**src/rtl/core_sequencer.sv**
```systemverilog
// Multi-cycle sequencer for the shared core datapath (FETCH/DECODE/EXEC/MEM/WB).
// Latency: outputs decode combinationally from state and mem_ready; state advances each clk edge.
// Backpressure: waits in FETCH/MEM for mem_ready, traps after TIMEOUT idle cycles; TRAP exits only on rst.
module core_sequencer #(
    parameter int TIMEOUT = 15,
    parameter int TO_W    = 4,
    parameter int CNT_W   = 32
) (
    input  logic             clk,
    input  logic             rst,
    input  logic             run,
    input  logic             mem_ready,
    input  logic             reg_write,
    input  logic             mem_write,
    input  logic             mem_read,
    input  logic [2:0]       branch_src,
    input  logic             jump_src,
    input  logic             jalr_src,
    output logic             mem_req,
    output logic             mem_we,
    output logic             addr_sel,
    output logic             ir_we,
    output logic             mdr_we,
    output logic             rf_we,
    output logic             pc_we,
    output logic             retired,
    output logic             trap,
    output logic [2:0]       state,
    output logic [CNT_W-1:0] retire_cnt
);

    typedef enum logic [2:0] {
        S_IDLE   = 3'd0,
        S_FETCH  = 3'd1,
        S_DECODE = 3'd2,
        S_EXEC   = 3'd3,
        S_MEM    = 3'd4,
        S_WB     = 3'd5,
        S_TRAP   = 3'd6,
        S_BAD    = 3'd7
    } state_t;

    state_t            state_q, state_d;
    logic [TO_W-1:0]   to_q, to_d;
    logic [CNT_W-1:0]  retire_cnt_q, retire_cnt_d;

    // jal/jalr always assert reg_write, so the sequencer needs no separate path for them.
    logic unused_jump;
    assign unused_jump = jump_src ^ jalr_src;

    localparam logic [TO_W-1:0] TO_LAST = TO_W'(TIMEOUT - 1);

    // State, timeout counter and retired-instruction counter registers.
    always_ff @(posedge clk) begin
        if (rst) begin
            state_q      <= S_IDLE;
            to_q         <= '0;
            retire_cnt_q <= '0;
        end else begin
            state_q      <= state_d;
            to_q         <= to_d;
            retire_cnt_q <= retire_cnt_d;
        end
    end

    // Next-state, timeout and output decode.
    always_comb begin
        state_d  = state_q;
        to_d     = to_q;
        mem_req  = 1'b0;
        mem_we   = 1'b0;
        addr_sel = 1'b0;
        ir_we    = 1'b0;
        mdr_we   = 1'b0;
        rf_we    = 1'b0;
        pc_we    = 1'b0;
        retired  = 1'b0;
        trap     = 1'b0;

        case (state_q)
            S_IDLE: begin
                if (run) state_d = S_FETCH;
            end
            S_FETCH: begin
                mem_req = 1'b1;
                ir_we   = mem_ready;
                if (mem_ready) begin
                    to_d    = '0;
                    state_d = S_DECODE;
                end else if (to_q == TO_LAST) begin
                    state_d = S_TRAP;
                end else begin
                    to_d = to_q + 1'b1;
                end
            end
            S_DECODE: begin
                if (!reg_write && !mem_write && !mem_read && (branch_src == 3'd0))
                    state_d = S_TRAP;
                else
                    state_d = S_EXEC;
            end
            S_EXEC: begin
                if (mem_read || mem_write) begin
                    state_d = S_MEM;
                end else if (reg_write) begin
                    state_d = S_WB;
                end else begin
                    // Branch: the datapath picks taken/not-taken target on pc_we.
                    pc_we   = 1'b1;
                    retired = 1'b1;
                    state_d = run ? S_FETCH : S_IDLE;
                end
            end
            S_MEM: begin
                mem_req  = 1'b1;
                addr_sel = 1'b1;
                mem_we   = mem_write;
                if (mem_ready) begin
                    to_d = '0;
                    if (mem_read) begin
                        mdr_we  = 1'b1;
                        state_d = S_WB;
                    end else begin
                        pc_we   = 1'b1;
                        retired = 1'b1;
                        state_d = run ? S_FETCH : S_IDLE;
                    end
                end else if (to_q == TO_LAST) begin
                    state_d = S_TRAP;
                end else begin
                    to_d = to_q + 1'b1;
                end
            end
            S_WB: begin
                rf_we   = 1'b1;
                pc_we   = 1'b1;
                retired = 1'b1;
                state_d = run ? S_FETCH : S_IDLE;
            end
            default: begin
                // TRAP, and the unused code 7 behaves identically.
                trap    = 1'b1;
                state_d = S_TRAP;
            end
        endcase

        // Each new memory access starts with a fresh wait budget.
        if ((state_d != state_q) && ((state_d == S_FETCH) || (state_d == S_MEM)))
            to_d = '0;

        retire_cnt_d = retire_cnt_q + CNT_W'(retired);
    end

    assign state      = state_q;
    assign retire_cnt = retire_cnt_q;

endmodule

```
**config.mk**
```make
export PLATFORM = sky130hd
export DESIGN_NAME = core_sequencer
export DESIGN_NICKNAME = d
export VERILOG_FILES = /design/src/rtl/core_sequencer.sv
export SDC_FILE = /design/constraint.sdc
export NUM_CORES = 1
export LEC_CHECK = 0
export ABC_AREA = 0
export ABC_CLOCK_PERIOD_IN_PS = 3200
export CAP_MARGIN = 20
export CORE_ASPECT_RATIO = 0.8
export CORE_UTILIZATION = 35
export CTS_CLUSTER_SIZE = 30
export DETAILED_ROUTE_END_ITERATION = 8
export GPL_ROUTABILITY_DRIVEN = 0
export GPL_TIMING_DRIVEN = 0
export SLEW_MARGIN = 20
export SYNTH_ARGS = -nofsm -noshare
export SYNTH_HDL_FRONTEND = slang
export SYNTH_SLANG_ARGS = --single-unit
export TNS_END_PERCENT = 20
```
**constraint.sdc**
```tcl
create_clock -name clk -period 3.2 [get_ports clk]
set_input_delay 0.8 -clock clk [delete_from_list [all_inputs] [get_ports clk]]
set_output_delay 0.8 -clock clk [all_outputs]
set_load 0.005 [all_outputs]
```
# == Word level (Yosys, flattened, before mapping) ==
# Cells that the tools add are included.
# totals
elab_cells,56
mem_bits_rw,0
rom_bits,0
n_memories,0
latchBits,0
out_inout_bits,44
regBits,39
inputBits,12
# classes
eq_ne,10
magnitude_cmp,0
multipliers,0
n_bitwise,0
div,0
addsub,2
shifts,0
reduce_logical,15
muxes,26
# op_table
op,count
adder 32 x 1 -> 32 bit,1
two-way mux 3 bit,8
case mux 3 bit (6 select lines),1
two-way mux 1 bit,14
"equality test 3 bit, second input constant",3
two-way mux 4 bit,2
"equality test 3 x 1 -> 1 bit, second input constant",2
"equality test 3 x 2 -> 1 bit, second input constant",2
logical NOT 3 bit,2
OR reduction 6 bit,1
"adder 4 x 1 -> 4 bit, second input constant",1
"equality test 4 bit, second input constant",1
logical AND 1 bit,4
OR reduction 2 bit,2
logical NOT 1 bit,3
inequality test 3 bit,1
case mux 1 bit (3 select lines),1
logical OR 1 bit,2
"inequality test 2 bit, second input constant",1
AND reduction 2 bit,1

# == Longest topological paths before layout ==
# depth
ltp_word,10
ltp_mapped,12
mapped_depth_nobuf,12

# == Least setup slack after synthesis ==
# Ideal clock, no wire load.
# synth_path
kind,input to register
start,input port mem_read
end,register retire_cnt_q[24] (netlist: retire_cnt[24])
path_slack_ns,0.500
setup_ns,0.128
n_path_buf,0
cell_stages,10
t_required_ns,3.072
arrival_ns,2.572
path_cell_list,nor3_2 a41o_1 ha_1 ha_1 and4_1 nand2_1 nor3_2 nand3_1 xor2_1 nor2_1
# synth_between
elab_chain_cells,4
word_cells_on_any_way,6
classes_between,add/sub (1); mux (4); reduce/logical (1)
# synth_rtl
item,line_no,rtl
from (decl),15,"input logic mem_read,"
two-way mux 1 bit / logical OR 1 bit (equally long branches),--,
"two-way mux 1 bit, on equally long branches",--,
case mux 1 bit (3 select lines) (*),--,
named net pc_we,25,"output logic pc_we,"
adder 32 x 1 -> 32 bit (*),151,retire_cnt_d = retire_cnt_q + CNT_W'(retired);
to (signal assigned),62,retire_cnt_q <= retire_cnt_d;
to (decl),45,"logic [CNT_W-1:0] retire_cnt_q, retire_cnt_d;"
# The timed path passes the listed nets; every way through them passes the cells marked *.
# A chain may end at the register's enable or synchronous reset.

# == Final worst setup path ==
# layout_path
start,input port mem_read
end,output port pc_we
# layout_between
elab_chain_cells,3
word_cells_on_any_way,5
classes_between,mux (4); reduce/logical (1)
# layout_rtl
item,line_no,rtl
two-way mux 1 bit / logical OR 1 bit (equally long branches),"120, 103",
"two-way mux 1 bit, on equally long branches","118, 103",
case mux 1 bit (3 select lines) (*),80,case (state_q)
to (decl),25,
# Mark *: on every way between the ends. The rest lies on a longest branch, timed or not.

==> run_results.csv <==
group,metric,value,unit
grt,grt_antenna_before_repair,0,
setup_path,worst-path-max-fanout,6,
detailed_routing,ant_nets,0,
setup_path,critical_path.max_stage_delay,0.49,ns
setup_path,start_kind,"primary input",
sta,clock-skew-final,0.00439,ns
grt,grt_overflow_total,0,
setup_path,crit_path_start,"mem_read",
pwr,ir_drop,0.177,mV
clock_network,path_clk_slew,0.07,ns
floorplanning,pin_count,56,
sta,fmax,330,MHz
sta,finalCritPeriodShare,94.8,%
sta,rsz0062_at_grt,"false",
floorplanning,design.die.area,0.00600,mm²
clock_network,cts_hold_buf,0,
grt,grt_max_degree,12,
finish,antenna_cells,0,
detailed_routing,wl_per_cell,11.8,µm
yosys,synth_top_area_share,39.2,%
setup_path,path_delay_family,"buffers and inverters",
yosys,ys_ff_latch,39,
yosys,syn_nets,240,
hold_path,hold_path_class,"reg2reg",
detailed_routing,drc,0,
job,maxCapViolations,0,
pwr,p_per_area,345,mW/mm²
clock_network,cts-root-buf,"clkbuf_8",
detailed_routing,first_iter_violations,60,
setup_path,ff2ff_path_depth,12,
yosys,synthFlopType,"dfxtp_1",
finish,fin_nets,299,
sta,tightest_slew,0.443,ns
clock_network,numCtsBuffers,5,
yosys,synth_most_common_cell,"nor2_1",
finish,n_fill_cell,542,
sta,holdWs,0.521,ns
clock_network,clkSinkCount,39,
yosys,async_flop_share,0,%
detailed_routing,viasPerCell,4.68,
finish,drive_above_1_share,12.4,%
yosys,synth_largest_area_cell,"dfxtp_1",
finish,fin_util,50.0,%
grt,grt_pass1_wl,7.13,mm
finish,syn_to_final_growth,37.0,%
place,port_buffers,51,
clock_network,clk_path_buf_depth,2,
setup_path,path_depth,5,
setup_path,crit_required,2.40,ns
sta,finalSetupViolations,0,
sta,setup_slack,0.165,ns
setup_path,timing.rr.end,"retire_cnt[22]$_SDFF_PP0_",
yosys,yosys-top-cells-count,"nor2_1 (46), dfxtp_1 (39), xor2_1 (21)",
setup_path,endpoint,"pc_we",
clock_network,clock_latency,0.28,ns
floorplanning,core-area,0.00547,mm²
yosys,seq_area_frac_synth,39.2,%
clock_network,ctsHtreeMaxLevel,2,
setup_path,cp_slowest_cell,"clkdlybuf4s50_1",
setup_path,arrival,2.23,ns
setup_path,reg2reg_from,"state[2]$_SDFF_PP0_",
sta,drv_slew,0,
setup_path,critPathKind,"in2out",
yosys,ys_types,50,
pwr,p_leak,1.04,nW
place,dpl_cell_area,0.00260,mm²
setup_path,cp_num_buf_inv,3,
floorplanning,initial_core_util,36.5,%
yosys,syn_area_per_cell,8.90,µm²
sta,relSlewSlack,70.3,%
detailed_routing,wl,4.27,mm
yosys,yosysWarnings,0,
detailed_routing,dr.pass1.iters,6,
floorplanning,die_y,69.5,µm
outcome,status,"finished, final reports clean",
yosys,ys_top_cells_by_area,"dfxtp_1 (39%), xor2_1 (9.2%), nor2_1 (8.7%)",
finish,seqCellArea,781,µm²
setup_path,path_cells,"dlygate4sd2_1 > nor3_4 > a41o_1 > buf_4 > clkdlybuf4s50_1",
finish,multi_input_area,0.00116,mm²
floorplanning,row_count,24,
floorplanning,die_x,86.4,µm
setup_path,end_kind,"output pin",
place,dpl.hpwl,3.20,mm
place,pre_cts_slack,-0.461,ns
yosys,synthCells,224,
sta,period_needed,3.03,ns
sta,finalHoldViolCount,0,
yosys,syn_area,0.00199,mm²
grt,global_route.usage.total,15.1,%
yosys,synth_edf_count,0,
grt,grt_pass1_vias,1582,
setup_path,r2r_slack,0.58,ns
finish,final_cell_area,0.00273,mm²
clock_network,tritoncts,"built",
detailed_routing,via_count,1691,
==> registers in the layout, indices dropped and copies added (netlist names) <==
| register | flops |
|---|---|
| retire_cnt | 32 |
| to_q | 4 |
| state | 3 |
==> per-layer routing <==
| layer | track usage (%) | vias up | part of all wire (%) |
|---|---|---|---|
| li1 | - | 884 | - |
| met1 | 21.5 | 775 | 53 |
| met2 | 20.6 | 28 | 41 |
| met3 | 4.52 | 4 | 4.7 |
| met4 | 6.85 | 0 | 1.0 |
| met5 | 0 | - | 0 |
==> power by group <==
group	total, mW	internal (mW)	switching [mW]	leakage [nW]
combinational	0.115	0.0546	0.0602	0.681
sequential	0.496	0.490	0.00591	0.314
clock	0.333	0.169	0.164	0.0470
total	0.944	0.714	0.230	1.04
==> stage by stage <==
step | cells | setup TNS, ns | total power, mW
final | 361 | 0 | 0.944
after global routing | 361 | 0 | 0.992
after CTS | 360 | 0 | 0.960
after detailed placement | 353 | -5.10 | 0.623
after global placement | 353 | -5.23 | 0.623
after floorplan | 224 | 0 | 0.579
==> cell type report <==
type	count	area share [%]
multi-input cells	172	42.4
flip-flops and latches	39	28.6
repair buffers	52	19.1
well taps	78	3.57
clock buffers	6	3.02
plain buffers	9	2.57
inverters	4	0.550
clock inverters	1	0.183
==> layout by cell type, fill, tap and decap left out, types with 2 or more instances in the layout <==
cell type	count
clkbuf_8	8
buf_4	3
dlymetal6s2s_1	2
a21oi_1	7
nand3_1	19
and4_1	2
nand4_1	3
and2_1	3
inv_1	4
nor2b_1	3
o21ai_0	2
or3_1	2
clkbuf_1	3
xnor2_1	9
nor2_1	46
xor2_1	21
clkdlybuf4s50_1	48
and3_2	2
ha_1	2
dfxtp_1	39
and3_1	7
nor3_1	3
nand2_1	9
nor3_4	2
==> timing repair <==
action                     in CTS  in global routing
setup endpoints to repair      10                 11
gates resized for setup         3                  7
cloned                          0                  0
pin swaps                       2                  3
setup buffers                   0                  1
==> how the worst min path moves through the flow <==
| stage | start | endpoint | slack, ns | depth (start not counted) |
|---|---|---|---|---|
| 2_1_floorplan | retire_cnt[19]$_SDFF_PP0_ | retire_cnt[19]$_SDFF_PP0_ | 0.48 | 2 |
| 3_3_place_gp | retire_cnt[19]$_SDFF_PP0_ | retire_cnt[19]$_SDFF_PP0_ | 0.49 | 2 |
| 3_5_place_dp | retire_cnt[19]$_SDFF_PP0_ | retire_cnt[19]$_SDFF_PP0_ | 0.50 | 2 |
| 4_1_cts | retire_cnt[19]$_SDFF_PP0_ | retire_cnt[19]$_SDFF_PP0_ | 0.51 | 2 |
| 5_1_grt | retire_cnt[19]$_SDFF_PP0_ | retire_cnt[19]$_SDFF_PP0_ | 0.53 | 2 |
| 6_report | retire_cnt[19]$_SDFF_PP0_ | retire_cnt[19]$_SDFF_PP0_ | 0.52 | 2 |
==> logic make-up after synthesis <==
group / Yosys count / share of synthesized area [%]
and+or+nand+nor: 115 / 31.7
DFF: 39 / 39.2
xor gates and xnor gates: 30 / 13.2
AOI/OAI and AO/OA: 23 / 9.17
buffers and inverters: 13 / 4.27
adders and majority gates: 4 / 2.51
==> worst register-to-register path, delay by kind of cell, from the launching register on <==
kind,cells,cell delay (ns)
XOR/XNOR,1,0.15
AND/OR/NAND/NOR,7,1.32
AO/OA/AOI/OAI,1,0.19
buffers and inverters,1,0.14
adder cells (fa/ha/maj),2,0.35
flip-flops,1,0.35
Power figures use the tool's default switching activity.
